### src/rtl/skut_frame_arbiter.sv
// Round-robin write-port arbiter and ping-pong bank controller for the 2x128x8 SKUT frame RAM.
// Latency: req seen in IDLE -> RAM write strobe and ack one cycle later; a bank swap follows a strobe edge by 3+ cycles.
// Backpressure: 4-phase req/ack; a requester waits for ack, and bank swaps wait for the current handshake to finish.
module skut_frame_arbiter #(
    parameter int CHANNELS = 80
) (
    input  logic       iClk,
    input  logic       reset,
    input  logic       i8KHz,
    input  logic       iA_Req,
    input  logic [6:0] iA_Addr,
    input  logic [7:0] iA_Data,
    output logic       oA_Ack,
    input  logic       iB_Req,
    input  logic [6:0] iB_Addr,
    input  logic [7:0] iB_Data,
    output logic       oB_Ack,
    output logic       oRam_WrEn,
    output logic [7:0] oRam_Addr,
    output logic [7:0] oRam_Data,
    output logic       oRdBank,
    output logic       oFrameRdy,
    output logic [7:0] oWrCount,
    output logic       oAddrErr
);

    localparam logic [1:0] ST_IDLE  = 2'd0;
    localparam logic [1:0] ST_WRITE = 2'd1;
    localparam logic [1:0] ST_HOLD  = 2'd2;

    localparam logic PORT_A = 1'b0;
    localparam logic PORT_B = 1'b1;

    // Widened to 8 bits so CHANNELS=128 still compares correctly against a 7-bit address.
    localparam logic [7:0] CH_LIMIT = 8'(CHANNELS);

    logic [1:0] s8k;
    logic       prev_8k;
    logic       swap_pend;
    logic [1:0] state;
    logic       grant;
    logic       last_grant;
    logic [6:0] lat_addr;
    logic [7:0] lat_data;
    logic [7:0] wr_cnt;

    logic frame_edge;
    logic swap_now;
    logic grant_a;
    logic addr_ok;
    logic granted_req;

    // Decode: frame edge, swap service slot, round-robin pick and address range.
    always_comb begin
        frame_edge  = s8k[1] & ~prev_8k;
        swap_now    = (state == ST_IDLE) & swap_pend;
        grant_a     = iA_Req & (~iB_Req | (last_grant == PORT_B));
        addr_ok     = ({1'b0, lat_addr} < CH_LIMIT);
        granted_req = (grant == PORT_B) ? iB_Req : iA_Req;
    end

    // Bring the asynchronous frame strobe into iClk and keep its previous value for edge detection.
    always_ff @(posedge iClk) begin
        if (!reset) begin
            s8k     <= 2'b00;
            prev_8k <= 1'b0;
        end else begin
            s8k     <= {s8k[0], i8KHz};
            prev_8k <= s8k[1];
        end
    end

    // Remember a frame edge until the FSM is idle; repeated edges collapse into one swap.
    always_ff @(posedge iClk) begin
        if (!reset) begin
            swap_pend <= 1'b0;
        end else begin
            swap_pend <= frame_edge | (swap_pend & ~swap_now);
        end
    end

    // Main handshake FSM: swap or grant in IDLE, write in WRITE, wait for req release in HOLD.
    always_ff @(posedge iClk) begin
        if (!reset) begin
            state      <= ST_IDLE;
            grant      <= PORT_A;
            last_grant <= PORT_B;
            lat_addr   <= 7'd0;
            lat_data   <= 8'd0;
            wr_cnt     <= 8'd0;
            oA_Ack     <= 1'b0;
            oB_Ack     <= 1'b0;
            oRam_WrEn  <= 1'b0;
            oRam_Addr  <= 8'd0;
            oRam_Data  <= 8'd0;
            oRdBank    <= 1'b0;
            oFrameRdy  <= 1'b0;
            oWrCount   <= 8'd0;
            oAddrErr   <= 1'b0;
        end else begin
            oFrameRdy <= 1'b0;
            oRam_WrEn <= 1'b0;
            case (state)
                ST_IDLE: begin
                    if (swap_pend) begin
                        oRdBank   <= ~oRdBank;
                        oWrCount  <= wr_cnt;
                        wr_cnt    <= 8'd0;
                        oFrameRdy <= 1'b1;
                    end else if (iA_Req | iB_Req) begin
                        grant    <= grant_a ? PORT_A : PORT_B;
                        lat_addr <= grant_a ? iA_Addr : iB_Addr;
                        lat_data <= grant_a ? iA_Data : iB_Data;
                        state    <= ST_WRITE;
                    end
                end
                ST_WRITE: begin
                    if (addr_ok) begin
                        oRam_WrEn <= 1'b1;
                        oRam_Addr <= {~oRdBank, lat_addr};
                        oRam_Data <= lat_data;
                        if (wr_cnt != 8'hFF) begin
                            wr_cnt <= wr_cnt + 8'd1;
                        end
                    end else begin
                        oAddrErr <= 1'b1;
                    end
                    if (grant == PORT_B) begin
                        oB_Ack <= 1'b1;
                    end else begin
                        oA_Ack <= 1'b1;
                    end
                    state <= ST_HOLD;
                end
                ST_HOLD: begin
                    if (!granted_req) begin
                        oA_Ack     <= 1'b0;
                        oB_Ack     <= 1'b0;
                        last_grant <= grant;
                        state      <= ST_IDLE;
                    end
                end
                default: begin
                    state <= ST_IDLE;
                end
            endcase
        end
    end

endmodule

### config.mk
export PLATFORM = sky130hd
export DESIGN_NAME = skut_frame_arbiter
export DESIGN_NICKNAME = d
export VERILOG_FILES = /design/src/rtl/skut_frame_arbiter.sv
export SDC_FILE = /design/constraint.sdc
export NUM_CORES = 1
export LEC_CHECK = 0
export CAP_MARGIN = 0
export CORE_AREA = 2 2 67 69
export DETAILED_ROUTE_END_ITERATION = 8
export DIE_AREA = 0 0 69 71
export DONT_BUFFER_PORTS = 1
export PLACE_DENSITY = 0.75
export SLEW_MARGIN = 25
export SYNTH_ARGS = -nofsm -noshare
export SYNTH_HDL_FRONTEND = slang
export SYNTH_SLANG_ARGS = --single-unit
### constraint.sdc
create_clock -name iClk -period 4.5 [get_ports iClk]
set_input_delay 0.45 -clock iClk [delete_from_list [all_inputs] [get_ports iClk]]
set_output_delay 0.45 -clock iClk [all_outputs]
set_load 0.02 [all_outputs]
==> metrics.txt <==
Post-CTS Resized 0; ant diodes 0; Pwr per Cell Area approximately 470 nW/µm²; fin. max-slew vios 0; die footprint 4899 µm²; Hold WS 0.1795 ns; drt wl/cell 15.06 µm; placed insts 319; via/cell ratio 5.699; cts bufs inserted 9; Seq/Total Area, Yosys 0.4985; Final Hold Viols 0; LEAKAGE about 0.97 nW; post-synth cell types 38; Fill cells just under 400; worst slew pin tran ~0.95 ns; post-synth top area share 0.4985; TNS Setup 0 ns; initial antenna violation count 0; Synth Net Count 318; Max Fclk 541.6 MHz; overall power 1.239 mW; Worst-path clk slew ~0.07 ns; Ports 65; area grow syn2layout 8.172%; Initial DRC Count ~120; Hold Path Depth 1; die span in x 69 µm; unrepaired setup endpoints after global routing false; layout cells sized above 1 0.08481; status finished clean; Final setup viols 0; ranking of synthesized cells by area dfxtp_1 (50%), nand2_1 (8.1%), mux2i_1 (6.9%); DP Area 2451 µm²; Final Cycle Share 0.4103; Clock Sinks 61; aggregate routed wire length roughly 5000 µm; post-route cell area ~2700 µm²; CP max FO 7; CP startpoint kind flop; DR vias 1909; R2R depth 5; first-pass GRT wire length 8383 µm; peak supply drop 0.3250 mV; crit end category flop; max-cap violations 0; row cnt 24; Syn Area/Cell 8.687 µm²; worst rel slew slack 0.3684; vias in the first global route 1767; Critical Path AT between 2 and 2.5 ns; Post-Synthesis Cell Area 2450 µm²; CTS Buffer Depth 2; CTS tree built; fraction of registers with async set/reset 0; fin crit period 1.846 ns; Die Y 71 µm; leading area contributor after synthesis dfxtp_1; #FFs+latches synth 61; most common cell in the netlist dfxtp_1; PortBufs 0; Pre-antenna DRT Iters 4; CTS Hold Bufs 0; root buffer cell clkbuf_8; Final nets 314; kind of critical path flop to flop; Initial Util 0.5827; Synth top cells by count dfxtp_1 (61), nand2_1 (53), nor2_1 (31); Main synth FF type dfxtp_1; Remaining DRCs 0; Antenna Nets Post-Route 0; Core Region between 4000 and 5000 µm²; Cells after Synth 282; Crit path required time 4.70 ns; Yosys warnings 0; worst-skew pair later-pin latency 0.34 ns; fin cells 335; routability cong. about 0.95; Util after Layout 0.6304; global route total overflow 0; pre-CTS setup slack 2.700 ns; worst hold-check path type input port to flop; Clock Skew 0.005920 ns; Worst Slack Setup Final between 2 and 3 ns; largest net degree at the start of global routing 44; Setup Fix Bufs, Post-CTS 0; Post-synth EDFFs 0; H-tree depth 3; hpwl dp 3523 µm; GRT Overall Usage 0.2168
-- routing by layer --
| layer | GRT usage | wire length (µm) | vias up |
|---|---|---|---|
| met5 | 0 | 0 | - |
| li1 | - | - | 978 |
| met1 | 0.2727 | 2289 | 857 |
| met3 | 0.06695 | 398 | 8 |
| met4 | 0.1198 | 97 | 0 |
| met2 | 0.3333 | 2261 | 66 |
-- worst max-delay path, stage by stage, from the launching register on --
cell,delay [ns]
dfxtp_1,0.37
ha_1,0.27
and4_1,0.26
and3_1,0.21
o21ai_1,0.45
o21ai_0,0.16
-- state kept, by name, indices dropped and copies added, names as in the netlist --
signal,cells
grant,1
last_grant,1
lat_addr,7
lat_data,8
oA_Ack,1
oAddrErr,1
oB_Ack,1
oFrameRdy,1
oRam_Addr,8
oRam_Data,8
oRam_WrEn,1
oRdBank,1
oWrCount,8
prev_8k,1
s8k,2
state,2
swap_pend,1
wr_cnt,8
-- cells in the final DEF, fill, tap and decap left out, types with 4 or more instances in the layout --
master,instances
clkbuf_8,9
and2_1,6
a211oi_1,15
nand3_1,5
mux2i_1,17
a21oi_1,25
nor2_1,31
nand2b_1,4
dfxtp_1,61
o21ai_0,8
inv_1,4
nand2_1,53
a31oi_1,6
-- cell families (layout without fill, tap and decap cells) --
kind of cell / count (synthesis) / after routing / share of synthesized area
adders and majority gates: 1 / 1 / 0.005106
AOI/OAI and AO/OA: 68 / 68 / 0.1762
and+or+nand+nor: 113 / 113 / 0.2089
DFF: 61 / 61 / 0.4985
muxes: 17 / 17 / 0.06946
buffers and inverters: 21 / 22 / 0.03830
xor gates and xnor gates: 1 / 1 / 0.003576
-- final cells by class --
type                    instances  area [µm²]  area share
flip-flops and latches         61        1221      0.4608
repair buffers                  2       15.01    0.005666
multi-input cells             200        1135      0.4282
inverters                       4       15.01    0.005666
clock buffers                   9       123.9     0.04674
clock inverters                 7       75.07     0.02833
well taps                      52       65.06     0.02455
-- power breakdown --
part / internal, mW / total [mW] / switching [mW]
Clock: 0.257 / 0.479 / 0.223
Sequential: 0.580 / 0.630 / 0.0502
Combinational: 0.0528 / 0.129 / 0.0759
-- worst paths after layout --
check | start | to | slack, ns
max | wr_cnt[0] | wr_cnt[0] | 2.65
min | reset | last_grant | 0.18
max reg2reg | wr_cnt[0] | wr_cnt[0] | 2.65
min reg2reg | s8k[0] | s8k[1] | 0.46
Note: power is estimated with default switching activity, not from simulation.
